File: src/rtl/fetch_unit.sv
// Instruction-fetch stage: owns the PC, drives the word address to instruction memory and
// fills the IF/ID register, with stall hold and redirect-driven squashing of wrong-path fetches.
module fetch_unit #(
    parameter logic [31:0] RESET_PC      = 32'd0,
    parameter int          SQUASH_CYCLES = 1,
    parameter logic [31:0] NOP_WORD      = 32'h0000_0000
) (
    input  logic        clk,
    input  logic        rst,
    input  logic        stall,
    input  logic        redirect_valid,
    input  logic [31:0] redirect_target,
    output logic [31:0] imem_addr,
    input  logic [31:0] imem_instr,
    output logic [31:0] ifid_instr,
    output logic [31:0] ifid_pc,
    output logic        ifid_valid,
    output logic [31:0] fetch_count
);

    typedef enum logic {RUN, SQUASH} state_t;

    // The redirect slot is itself the first discarded slot, so the counter covers the rest.
    localparam logic [2:0] SQUASH_RELOAD = 3'(SQUASH_CYCLES - 1);

    state_t      state;
    logic [2:0]  squash_cnt;
    logic [31:0] pc;

    assign imem_addr = pc;

    // NOTE: all state below is registered with non-blocking assignments so every branch
    // sees the pre-edge PC (ifid_pc <= pc must capture the old value, not the new target).
    always_ff @(posedge clk) begin
        if (rst) begin
            pc          <= RESET_PC;
            ifid_instr  <= NOP_WORD;
            ifid_pc     <= 32'd0;
            ifid_valid  <= 1'b0;
            fetch_count <= 32'd0;
            squash_cnt  <= 3'd0;
            state       <= RUN;
        end else if (redirect_valid) begin
            pc         <= redirect_target;
            ifid_instr <= NOP_WORD;
            ifid_pc    <= pc;
            ifid_valid <= 1'b0;
            if (SQUASH_CYCLES > 1) begin
                squash_cnt <= SQUASH_RELOAD;
                state      <= SQUASH;
            end else begin
                squash_cnt <= 3'd0;
                state      <= RUN;
            end
        end else if (!stall) begin
            pc      <= pc + 32'd1;
            ifid_pc <= pc;
            if (state == SQUASH) begin
                // Wrong-path word is dropped; the slot reaches decode as an invalid NOP.
                ifid_instr <= NOP_WORD;
                ifid_valid <= 1'b0;
                squash_cnt <= squash_cnt - 3'd1;
                if (squash_cnt == 3'd1) begin
                    state <= RUN;
                end
            end else begin
                ifid_instr  <= imem_instr;
                ifid_valid  <= 1'b1;
                fetch_count <= fetch_count + 32'd1;
            end
        end
    end

endmodule

File: config.mk
export PLATFORM = sky130hd
export DESIGN_NAME = fetch_unit
export DESIGN_NICKNAME = d
export VERILOG_FILES = /design/src/rtl/fetch_unit.sv
export SDC_FILE = /design/constraint.sdc
export NUM_CORES = 1
export LEC_CHECK = 0
export ABC_CLOCK_PERIOD_IN_PS = 4300
export CAP_MARGIN = 15
export CORE_MARGIN = 2
export CORE_UTILIZATION = 51
export CTS_BUF_LIST = sky130_fd_sc_hd__clkbuf_4
export DETAILED_ROUTE_END_ITERATION = 7
export PLACE_DENSITY = 0.95
export SETUP_SLACK_MARGIN = 0.4
export SLEW_MARGIN = 20
export SYNTH_ARGS = -nofsm -noshare
export SYNTH_HDL_FRONTEND = slang
export SYNTH_SLANG_ARGS = --single-unit
File: constraint.sdc
create_clock -name clk -period 4.3 [get_ports clk]
set_clock_uncertainty 0.15 [all_clocks]
set_input_delay 1.29 -clock clk [delete_from_list [all_inputs] [get_ports clk]]
set_output_delay 1.29 -clock clk [all_outputs]
set_load 0.02 [all_outputs]
==> results of run 1 <==
routing by layer:
| metal | routed length [um] | GRT usage, % | up-vias |
|---|---|---|---|
| met5 | 0 | 0 | - |
| met2 | 7940 | 43.3 | 257 |
| met1 | 7060 | 33.7 | 2843 |
| met3 | 1140 | 6.89 | 56 |
| li1 | - | - | 2869 |
| met4 | 733 | 14.0 | 0 |
tightest hold or removal path, delay by kind of cell, from the launching register on:
kind / cells / cell delay, ns
and+or+nand+nor: 1 / 0.05
AOI/OAI and AO/OA: 1 / 0.05
DFF: 1 / 0.32
state kept, by name (all words and copies together) (netlist names):
| signal | count |
|---|---|
| fetch_count | 32 |
| ifid_instr | 32 |
| ifid_pc | 32 |
| ifid_valid | 1 |
| imem_addr | 32 |
| squash_cnt | 3 |
| state | 1 |
path summary, 6_finish.rpt:
check,slack (ns),to,from
worst min register to register,0.31,ifid_pc[1]$_SDFFE_PP0P_,ifid_pc[1]$_SDFFE_PP0P_
worst max register to register,1.77,imem_addr[27]$_SDFFE_PP0P_,imem_addr[10]$_SDFFE_PP0P_
worst max-delay path,1.11,imem_addr[0],imem_addr[0]$_SDFFE_PP0P_
worst min-delay path,0.31,ifid_pc[1]$_SDFFE_PP0P_,ifid_pc[1]$_SDFFE_PP0P_
through the flow:
step	setup WS (ns)	utilization, %	instances	total power, mW	hold WS (ns)
floorplan	1.07	-	694	1.52	0.328
global placement	0.639	69.5	995	1.70	0.286
detailed placement	0.605	69.5	995	1.71	0.295
CTS	1.05	72.7	1026	2.74	0.309
global route	1.02	72.8	1027	2.83	0.331
finish	1.11	72.8	1027	2.73	0.307
power by group through the flow:
stage | Combinational [mW] | Clock, mW | Sequential [mW]
final | 0.357 | 1.04 | 1.33
after detailed placement | 0.355 | 0 | 1.35
after global placement | 0.347 | 0 | 1.35
after global routing | 0.382 | 1.11 | 1.34
after CTS | 0.357 | 1.06 | 1.33
after floorplan | 0.124 | 0 | 1.40
final cells by class:
type / count / area (um2) / area share (%)
antenna: 1 / 2.50 / 0.0305
tap: 143 / 179 / 2.18
sequential: 133 / 2660 / 32.5
clock buffer: 21 / 158 / 1.92
inverter: 16 / 60.1 / 0.732
timing repair buffer: 205 / 2020 / 24.6
multi-input combinational: 498 / 2920 / 35.6
clock inverter: 10 / 204 / 2.49
placed cells by master (no fill, tap or decap), types with 11 or more instances in the layout:
master,count
xnor2_1,13
a22oi_1,32
nand4_1,21
inv_1,16
o31ai_1,11
clkbuf_4,21
a211oi_1,19
or4_1,15
clkdlybuf4s50_1,194
nor2_1,78
nand2_1,94
dfxtp_1,133
nand3_1,24
o21ai_0,16
a21oi_1,55
nor4_1,13
kinds of logic (layout without fill, tap and decap cells):
| family | after synthesis | in the layout | synth area share, % |
|---|---|---|---|
| mux | 5 | 5 | 0.923 |
| other cells | 0 | 1 | 0 |
| compound gates | 156 | 156 | 17.5 |
| buf+inv | 63 | 252 | 4.36 |
| flops | 133 | 133 | 45.7 |
| xor+xnor | 23 | 23 | 3.46 |
| simple gates | 310 | 310 | 27.2 |
| fa+ha+maj | 4 | 4 | 0.859 |
==> metrics.csv, run 1 <==
stage,metric,value,unit
outcome,status,"finished, final reports clean",
timing,timing.slew.headroom,34.5,%
critical_path,r2r_cells,4,
cts,cts_hold_buf,0,
floorplan,die_h,111,um
floorplan,ios,197,
cts,cts_tree,built,
logic_synthesis,yosysSeqAreaShare,45.7,%
timing,finalSetupTns,0,ns
detailed_routing,drt_pass1_iterations,5,
grt,grt_pass1_wl,27200,um
place,dp_hpwl,11700,um
logic_synthesis,yosysMostFrequentCell,dfxtp_1,
detailed_routing,via_per_inst,5.87,
power,sw_frac_of_total,24.8,%
power,power.switching,0.676,mW
logic_synthesis,syn_avg_cell_area,8.40,um2
cts,cts-root-buf,clkbuf_4,
logic_synthesis,synth_enable_flop_cells,0,
floorplan,num_rows,39,
logic_synthesis,synth-seq-cells,133,
logic_synthesis,synth_cell_types,54,
critical_path,critPathKind,reg -> out,
cts,cts_buffers,17,
cells_and_area,final_nets,943,
grt,grt-ovfl-total,0,
power,clkPwrFrac,38.2,%
detailed_routing,drc,0,
cells_and_area,drive_gt1_share,6.12,%
logic_synthesis,synth_common_cells,"133 x dfxtp_1, 94 x nand2_1, 80 x nor2_1, 55 x a21oi_1, 34 x clkbuf_1",
logic_synthesis,ys_top_cells_by_area,"dfxtp_1 46%, nand2_1 6.1%, nor2_1 5.2%, a21oi_1 4.7%, a22oi_1 4.1%",
critical_path,end_kind,output pin,
floorplan,start_util,51.7,%
critical_path,crit_path_start_kind,flip-flop,
timing,max_slew.worst_pin.slew,0.974,ns
cts,cts.reportedPaths.clkPinSlew,0.10,ns
logic_synthesis,synthFlopType,dfxtp_1,
timing,slew_viol_final,0,
worst_hold_path,holdPathStages,2,
logic_synthesis,synth_warnings,0,
place,gp_congestion,0.841,
timing,setup_viol,0,
critical_path,critical_path_required,2.86,ns
worst_hold_path,hold_class,reg -> reg,
detailed_routing,routedWlPerCell,16.4,um
critical_path,crit_family,buffers and inverters,
floorplan,fp.dieArea,12300,um2
floorplan,die_w,111,um
logic_synthesis,netlist_instances,694,
power,vdd_drop_max,0.000245,V
grt,antenna_found_initial,1,
cells_and_area,n_fill_cell,833,
flow_run,drv.max_cap_violation_count,0,
logic_synthesis,synth_fp_nets,766,
cells_and_area,fin_area,8200,um2
timing,fin_crit_sh,74.1,%
power,p_leak,2.80,nW
detailed_routing,drt-initial-drc-count,543,
critical_path,crit_cells,1,
critical_path,worst-path-buf-inv,1,
power,power_density,332,nW/um2
detailed_routing,finalWirelength,16900,um
timing,finalHoldViolCount,0,
timing,fmax,0.314,GHz
power,p_int,2.05,mW
cells_and_area,area_growth,40.7,%
logic_synthesis,syn-cell-area,5830,um2
timing,rsz0062_at_grt,false,
power,sequentialPowerShare,48.7,%
critical_path,cp_slowest_stage_delay,0.68,ns
critical_path,crit_chain,clkdlybuf4s50_1,
cts,cts_htree_levels,4,
critical_path,path_max_fanout,8,
critical_path,cp_slowest_cell,clkdlybuf4s50_1,
detailed_routing,drtAntennaViolNets,0,
power,combPwrFrac,13.1,%
grt,track_usage,27.0,%
timing,finalWorstPathRequiredPeriod,3.19,ns
cts,clkLatencyLatePin,0.54,ns
floorplan,core_area,11300,um2
grt,first_global_vias,5571,
place,dpl-instance-area,7840,um2
place,io_buffers,196,
cts,cts_num_sinks,133,
logic_synthesis,ys_async_sr_fraction,0,%
detailed_routing,via_count,6025,
cts,cts_buffer_depth,2,
grt,grt_max_degree,64,
logic_synthesis,netlist.area_leader.share,45.7,%
logic_synthesis,yosys.area.top_type,dfxtp_1,
critical_path,critPathArrivalTime,1.75,ns
cts,ctsResizeCount,0,
cts,cts_setup_buffers,0,
(Power assumes the default switching activity.)
==> inputs of run 2 (changes only) <==
--- a/config.mk
+++ b/config.mk
@@ -5,13 +5,13 @@
 export SDC_FILE = /design/constraint.sdc
 export NUM_CORES = 1
 export LEC_CHECK = 0
-export ABC_CLOCK_PERIOD_IN_PS = 4300
+export ABC_CLOCK_PERIOD_IN_PS = 3200
 export CAP_MARGIN = 15
 export CORE_MARGIN = 2
-export CORE_UTILIZATION = 51
+export CORE_UTILIZATION = 47
 export CTS_BUF_LIST = sky130_fd_sc_hd__clkbuf_4
 export DETAILED_ROUTE_END_ITERATION = 7
-export PLACE_DENSITY = 0.95
+export PLACE_DENSITY = 0.9
 export SETUP_SLACK_MARGIN = 0.4
 export SLEW_MARGIN = 20
 export SYNTH_ARGS = -nofsm -noshare
==> constraint.sdc (replaced) <==
create_clock -name clk -period 3.2 [get_ports clk]
set_clock_uncertainty 0.15 [all_clocks]
set_input_delay 0.96 -clock clk [delete_from_list [all_inputs] [get_ports clk]]
set_output_delay 0.96 -clock clk [all_outputs]
set_load 0.02 [all_outputs]
==> run 2 against run 1 <==
  * Worst hold slack got worse by 0.00056 ns
  * Global-route usage down 1.6 points
  * Critical path depth stayed put
  * Routed wire length up 0.23%
  * Combinational power up 34%
  * Setup slack got worse by 0.62 ns
  * Register-to-register slack got worse by 1.0 ns
  * Sequential share of layout area is 0.39 points lower
  * Die area is 8.2% higher
  * Clock power rose by 9.6%
  * Count of clock-buffer cells in the layout is 2 lower
  * Via count shrank 1.8%
==> metrics.csv, run 2 (synthesis gave the netlist of run 1 again) <==
stage,metric,value,unit,change
outcome,status,"finished, final reports clean",,unchanged
timing,fin_crit_sh,84.7,%,
critical_path,r2r_end,imem_addr[12]$_SDFFE_PP0P_,,was imem_addr[27]$_SDFFE_PP0P_
detailed_routing,drc,0,,unchanged
grt,antenna_found_initial,1,,unchanged
detailed_routing,drt-initial-drc-count,406,,was 543
critical_path,worst-path-buf-inv,1,,unchanged
floorplan,start_util,48.3,%,was 51.7%
worst_hold_path,hold_class,reg -> reg,,unchanged
detailed_routing,drtAntennaViolNets,0,,unchanged
cts,cts_htree_levels,4,,unchanged
grt,grt-ovfl-total,0,,unchanged
critical_path,r2r_cells,5,,was 4
floorplan,ios,197,,unchanged
cts,cts_buffer_depth,2,,unchanged
floorplan,die_h,115,um,was 111 um
cts,cts-root-buf,clkbuf_4,,unchanged
cells_and_area,area_growth,42.6,%,was 40.7%
cells_and_area,final_cell_mix,"143 x clkdlybuf4s50_1, 131 x dfxtp_1, 94 x nand2_1",,"was 194 x clkdlybuf4s50_1, 133 x dfxtp_1, 94 x nand2_1"
critical_path,crit_chain,clkdlybuf4s50_1,,unchanged
critical_path,critPathKind,reg -> out,,unchanged
detailed_routing,finalWirelength,16900,um,about the same
cells_and_area,n_fill_cell,947,,was 833
critical_path,cp_slowest_stage_delay,0.65,ns,was 0.68 ns
detailed_routing,drt_pass1_iterations,5,,unchanged
cells_and_area,layout_commonest_cell,clkdlybuf4s50_1,,unchanged
timing,slew_viol_final,0,,unchanged
critical_path,end_kind,output pin,,unchanged
cts,cts_buffers,17,,unchanged
cts,clkLatencyLatePin,0.54,ns,about the same
place,dp.cells,1025,,was 995
flow_run,drv.max_cap_violation_count,0,,unchanged
grt,track_usage,25.4,%,was 27.0%
place,io_buffers,196,,unchanged
cells_and_area,fin_cells,1058,,was 1027
cts,cts_tree,built,,unchanged
critical_path,path_max_fanout,5,,was 8
critical_path,crit_cells,1,,unchanged
detailed_routing,via_count,5915,,was 6025
critical_path,crit_path_start_kind,flip-flop,,unchanged
place,gp_congestion,0.819,,was 0.841
power,total_power,3.40,mW,was 2.73 mW
critical_path,crit_family,buffers and inverters,,unchanged
floorplan,fp.dieArea,13300,um2,was 12300 um2
power,p_leak,3.42,nW,was 2.80 nW
cts,cts_num_sinks,133,,unchanged
timing,finalSetupTns,0,ns,unchanged
timing,fmax,0.369,GHz,
timing,finalWorstPathRequiredPeriod,2.71,ns,
timing,max_slew.worst_pin.slew,0.501,ns,was 0.974 ns
critical_path,r2r-start,imem_addr[0]$_SDFFE_PP0P_,,was imem_addr[10]$_SDFFE_PP0P_
floorplan,num_rows,40,,was 39
power,power_density,409,nW/um2,was 332 nW/um2
detailed_routing,routedWlPerCell,16.0,um,was 16.4 um
place,dpl-instance-area,7970,um2,was 7840 um2
timing,rsz0062_at_grt,false,,unchanged
critical_path,cp_slowest_cell,clkdlybuf4s50_1,,unchanged
timing,finalHoldViolCount,0,,unchanged
floorplan,core_area,12100,um2,was 11300 um2
grt,grt_max_degree,92,,was 64
cts,cts_hold_buf,0,,unchanged
cells_and_area,utilization,68.9,%,was 72.8%
critical_path,critical_path_required,2.09,ns,was 2.86 ns
floorplan,die_w,115,um,was 111 um
grt,first_global_vias,5373,,was 5571
cells_and_area,fin_area,8310,um2,was 8200 um2
timing,setup_viol,0,,unchanged
cts,ctsResizeCount,23,,was 0
worst_hold_path,worstHoldStart,ifid_pc[20]$_SDFFE_PP0P_,,was ifid_pc[1]$_SDFFE_PP0P_
critical_path,r2r_setup_slack,0.77,ns,was 1.77 ns
cts,cts.reportedPaths.clkPinSlew,0.10,ns,about the same
worst_hold_path,holdPathStages,2,,unchanged
worst_hold_path,hold_end,ifid_pc[20]$_SDFFE_PP0P_,,was ifid_pc[1]$_SDFFE_PP0P_
cells_and_area,drive_gt1_share,7.09,%,was 6.12%
cells_and_area,final_nets,948,,was 943
grt,grt_pass1_wl,26900,um,was 27200 um
place,dp_hpwl,11700,um,about the same
detailed_routing,via_per_inst,5.59,,was 5.87
critical_path,critPathArrivalTime,1.60,ns,was 1.75 ns
cts,cts_setup_buffers,0,,unchanged
power,vdd_drop_max,0.000274,V,was 0.000245 V
timing,timing.slew.headroom,66.3,%,was 34.5%
## run 2: changes by cell type in the layout (fill, tap and decap cells not counted), sizes merged
cell	change
clkinv	+7
clkdlybuf4s50	-51
bufinv	-3
clkbuf	-2
dlymetal6s2s	+30
buf	+5
dlygate4sd2	+21
clkinvlp	-1
## run 2: how the worst max path moves through the flow
| stage | startpoint | end | slack, ns |
|---|---|---|---|
| CTS | fetch_count[18]$_SDFFE_PP0P_ | fetch_count[18] | 0.41 |
| floorplan | stall | fetch_count[27]$_SDFFE_PP0P_ | 0.38 |
| global placement | redirect_valid | fetch_count[31]$_SDFFE_PP0P_ | 0.08 |
| global route | fetch_count[4]$_SDFFE_PP0P_ | fetch_count[4] | 0.40 |
| detailed placement | redirect_valid | fetch_count[29]$_SDFFE_PP0P_ | 0.04 |
| finish | fetch_count[4]$_SDFFE_PP0P_ | fetch_count[4] | 0.49 |
## run 2: routing by layer
layer / wire length (um) / vias up / track usage, % / part of all wire, %
li1: - / 2892 / - / -
met1: 7140 / 2779 / 32.6 / 42
met2: 8300 / 213 / 40.5 / 49
met3: 1120 / 31 / 7.22 / 6.6
met4: 341 / 0 / 9.56 / 2.0
met5: 0 / - / 0 / 0
## run 2: worst min-delay path: stages (launching register included)
cell,delay [ns]
dfxtp_1,0.32
nand2_1,0.05
a21oi_1,0.05
## run 2: metrics by stage
stage                     setup slack [ns]  hold WS, ns
final                                0.491        0.306
after global routing                 0.403        0.329
after CTS                            0.405        0.309
after detailed placement            0.0437        0.294
after global placement              0.0841        0.287
after floorplan                      0.378        0.328
## run 2: area by class of cell
cell class	instances	area [um2]	area share, %
clock inverter	13	139	1.67
sequential	133	2670	32.1
tap	168	210	2.53
clock buffer	19	143	1.72
multi-input combinational	498	2930	35.3
inverter	16	60.1	0.723
antenna	1	2.50	0.0301
timing repair buffer	210	2160	25.9
## run 2: where the power goes
group / internal (mW) / leakage [nW] / switching [mW]
Sequential: 1.72 / 1.09 / 0.0675
Combinational: 0.235 / 2.17 / 0.244
Clock: 0.543 / 0.158 / 0.595
==> inputs of run 3 (changes only) <==
--- a/config.mk
+++ b/config.mk
@@ -5,7 +5,7 @@
 export SDC_FILE = /design/constraint.sdc
 export NUM_CORES = 1
 export LEC_CHECK = 0
-export ABC_CLOCK_PERIOD_IN_PS = 3200
+export ABC_CLOCK_PERIOD_IN_PS = 2510
 export CAP_MARGIN = 15
 export CORE_MARGIN = 2
 export CORE_UTILIZATION = 47
==> constraint.sdc (replaced) <==
create_clock -name clk -period 2.51 [get_ports clk]
set_clock_uncertainty 0.15 [all_clocks]
set_input_delay 0.753 -clock clk [delete_from_list [all_inputs] [get_ports clk]]
set_output_delay 0.753 -clock clk [all_outputs]
set_load 0.02 [all_outputs]
==> run 3 against run 2 <==
  * Global-route usage increased by 2.0 points
  * First-iteration DRC count increased by 32%
  * Critical path depth increased by 6
  * Non-clock buffer count increased by 53
  * Cell count increased by 5.3%
  * Largest cell class unchanged
==> metrics.csv, run 3 (synthesis gave the netlist of run 1 again) <==
stage,metric,value,unit,change
place,gp_congestion,0.847,,was 0.819
cts,clkLatencyLatePin,0.54,ns,about the same
cts,cts_num_sinks,133,,unchanged
detailed_routing,drt_pass1_iterations,8,,was 5
grt,antenna_found_initial,2,,was 1
critical_path,critPathKind,in -> reg,,was reg -> out
cts,cts_buffers,17,,unchanged
critical_path,worst-path-buf-inv,3,,was 1
detailed_routing,routedWlPerCell,17.3,um,was 16.0 um
critical_path,crit_path_start_kind,input pin,,was flip-flop
power,power_density,505,nW/um2,was 409 nW/um2
detailed_routing,drt-initial-drc-count,534,,was 406
grt,grt-ovfl-total,0,,unchanged
timing,slew_viol_final,0,,unchanged
detailed_routing,finalWirelength,19300,um,was 16900 um
detailed_routing,met2_length,9250,um,was 8300 um
floorplan,die_w,115,um,unchanged
detailed_routing,wl_met1,8030,um,was 7140 um
timing,rsz0062_at_grt,true,,was false
critical_path,r2r_setup_slack,0.29,ns,was 0.77 ns
floorplan,die_h,115,um,unchanged
timing,finalHoldViolCount,0,,unchanged
cells_and_area,area_growth,44.4,%,was 42.6%
timing,fmax,0.448,GHz,
critical_path,path_max_fanout,6,,was 5
floorplan,fp.dieArea,13300,um2,unchanged
critical_path,critPathArrivalTime,2.56,ns,was 1.60 ns
flow_run,drv.max_cap_violation_count,0,,unchanged
outcome,status,"finished, final reports clean",,unchanged
place,dp_hpwl,12500,um,was 11700 um
timing,max_slew.worst_pin.slew,0.485,ns,was 0.501 ns
critical_path,critical_path_required,2.84,ns,was 2.09 ns
detailed_routing,drtAntennaViolNets,0,,unchanged
critical_path,crit_chain,dlygate4sd2_1 -> buf_4 -> nor4b_2 -> buf_4 -> nand2_1 -> or4_1 -> a21oi_1,,was clkdlybuf4s50_1
grt,first_global_vias,5828,,was 5373
place,io_buffers,196,,unchanged
cts,cts-root-buf,clkbuf_4,,unchanged
timing,fin_crit_sh,88.9,%,
worst_hold_path,worstHoldStart,ifid_pc[10]$_SDFFE_PP0P_,,was ifid_pc[20]$_SDFFE_PP0P_
cells_and_area,layout_commonest_cell,buf_2,,was clkdlybuf4s50_1
worst_hold_path,holdPathStages,2,,unchanged
critical_path,r2r_cells,4,,was 5
floorplan,num_rows,40,,unchanged
critical_path,crit_family,simple AND/OR/NAND/NOR gates,,was buffers and inverters
critical_path,cp_slowest_stage_delay,0.45,ns,was 0.65 ns
cells_and_area,utilization,69.8,%,was 68.9%
power,p_leak,3.42,nW,about the same
detailed_routing,wl_met3,1430,um,was 1120 um
timing,setup_viol,0,,unchanged
cells_and_area,drive_gt1_share,35.4,%,was 7.09%
cts,cts_tree,built,,unchanged
worst_hold_path,hold_class,reg -> reg,,unchanged
floorplan,start_util,48.3,%,unchanged
detailed_routing,dr.max_layer_used,met4,,unchanged
cells_and_area,final_cell_mix,"123 x buf_2, 94 x nand2_1, 81 x dfxtp_1",,"was 143 x clkdlybuf4s50_1, 131 x dfxtp_1, 94 x nand2_1"
detailed_routing,via_count,6434,,was 5915
cells_and_area,multi_input_area,3170,um2,was 2930 um2
critical_path,r2r-start,fetch_count[14]$_SDFFE_PP0P_,,was imem_addr[0]$_SDFFE_PP0P_
cells_and_area,seq_area,2780,um2,was 2670 um2
grt,track_usage,27.4,%,was 25.4%
critical_path,cp_slowest_cell,or4_1,,was clkdlybuf4s50_1
cells_and_area,final_nets,1003,,was 948
critical_path,end_kind,flip-flop,,was output pin
detailed_routing,drc,0,,unchanged
cells_and_area,n_fill_cell,926,,was 947
timing,timing.hold.ws,0.306,ns,about the same
detailed_routing,via_per_inst,5.78,,was 5.59
cts,cts_hold_buf,0,,unchanged
cts,cts_buffer_depth,2,,unchanged
floorplan,ios,197,,unchanged
power,vdd_drop_max,0.000351,V,was 0.000274 V
worst_hold_path,hold_end,ifid_pc[10]$_SDFFE_PP0P_,,was ifid_pc[20]$_SDFFE_PP0P_
grt,grt_pass1_wl,29000,um,was 26900 um
grt,grt_max_degree,92,,unchanged
cts,cts_htree_levels,4,,unchanged
timing,finalWorstPathRequiredPeriod,2.23,ns,
critical_path,crit_top_cell,buf_4,,
timing,timing.slew.headroom,67.4,%,was 66.3%
cts,cts.reportedPaths.clkPinSlew,0.12,ns,was 0.10 ns
floorplan,core_area,12100,um2,unchanged
critical_path,r2r_end,fetch_count[25]$_SDFFE_PP0P_,,was imem_addr[12]$_SDFFE_PP0P_
## run 3: worst max path at each step
stage                            startpoint                           end  slack [ns]  cells after the start
5_1_grt        fetch_count[11]$_SDFFE_PP0P_  fetch_count[22]$_SDFFE_PP0P_        0.22                      5
3_3_place_gp                 redirect_valid  fetch_count[31]$_SDFFE_PP0P_       -0.36                      5
2_1_floorplan                         stall  fetch_count[27]$_SDFFE_PP0P_       -0.10                      6
6_report                     redirect_valid  fetch_count[22]$_SDFFE_PP0P_        0.28                      7
3_5_place_dp                 redirect_valid  fetch_count[29]$_SDFFE_PP0P_       -0.42                      5
4_1_cts           imem_addr[7]$_SDFFE_PP0P_                  imem_addr[7]        0.36                      1
## run 3: final cells by class
cell class,count,area share (%)
Sequential cell,133,33.0
Multi-Input combinational cell,500,37.6
Clock inverter,12,1.34
Inverter,16,0.713
Clock buffer,20,1.78
Timing Repair Buffer,263,22.9
Tap cell,168,2.50
Antenna cell,2,0.0595
## run 3: tightest hold or removal path, stage by stage, from the launching register on
cell	delay, ns
dfxtp_1	0.32
nand2_1	0.05
a21oi_1	0.05
## run 3: timing repair
action / in CTS / in global routing
cloned: 1 / 1
pin swaps: 6 / 11
resized for setup: 534 / 105
buffers inserted: 2 / 14
setup endpoints to repair: 236 / 95
## run 3: stage by stage
step                      setup TNS (ns)  cell area (um2)  setup WS (ns)  cells  power, mW
final                                  0             8420          0.277   1114       4.25
after global routing                   0             8420          0.220   1114       4.45
after CTS                              0             8540          0.358   1097       4.27
after detailed placement          -32.80             8310         -0.421   1062       2.97
after global placement            -27.65             8310         -0.356   1062       2.96
after floorplan                   -0.388             5940         -0.104    694       2.61
## run 3: routing by layer
metal,global-route usage [%],up-vias
met5,0,-
met4,12.6,0
li1,-,3001
met3,6.85,57
met2,41.5,338
met1,36.8,3038
## run 3: power by group
group          total [mW]  switching, mW  internal, mW
registers            2.25         0.0726          2.18
clock network        1.37          0.764         0.606
logic               0.630          0.346         0.284
total                4.25           1.18          3.06
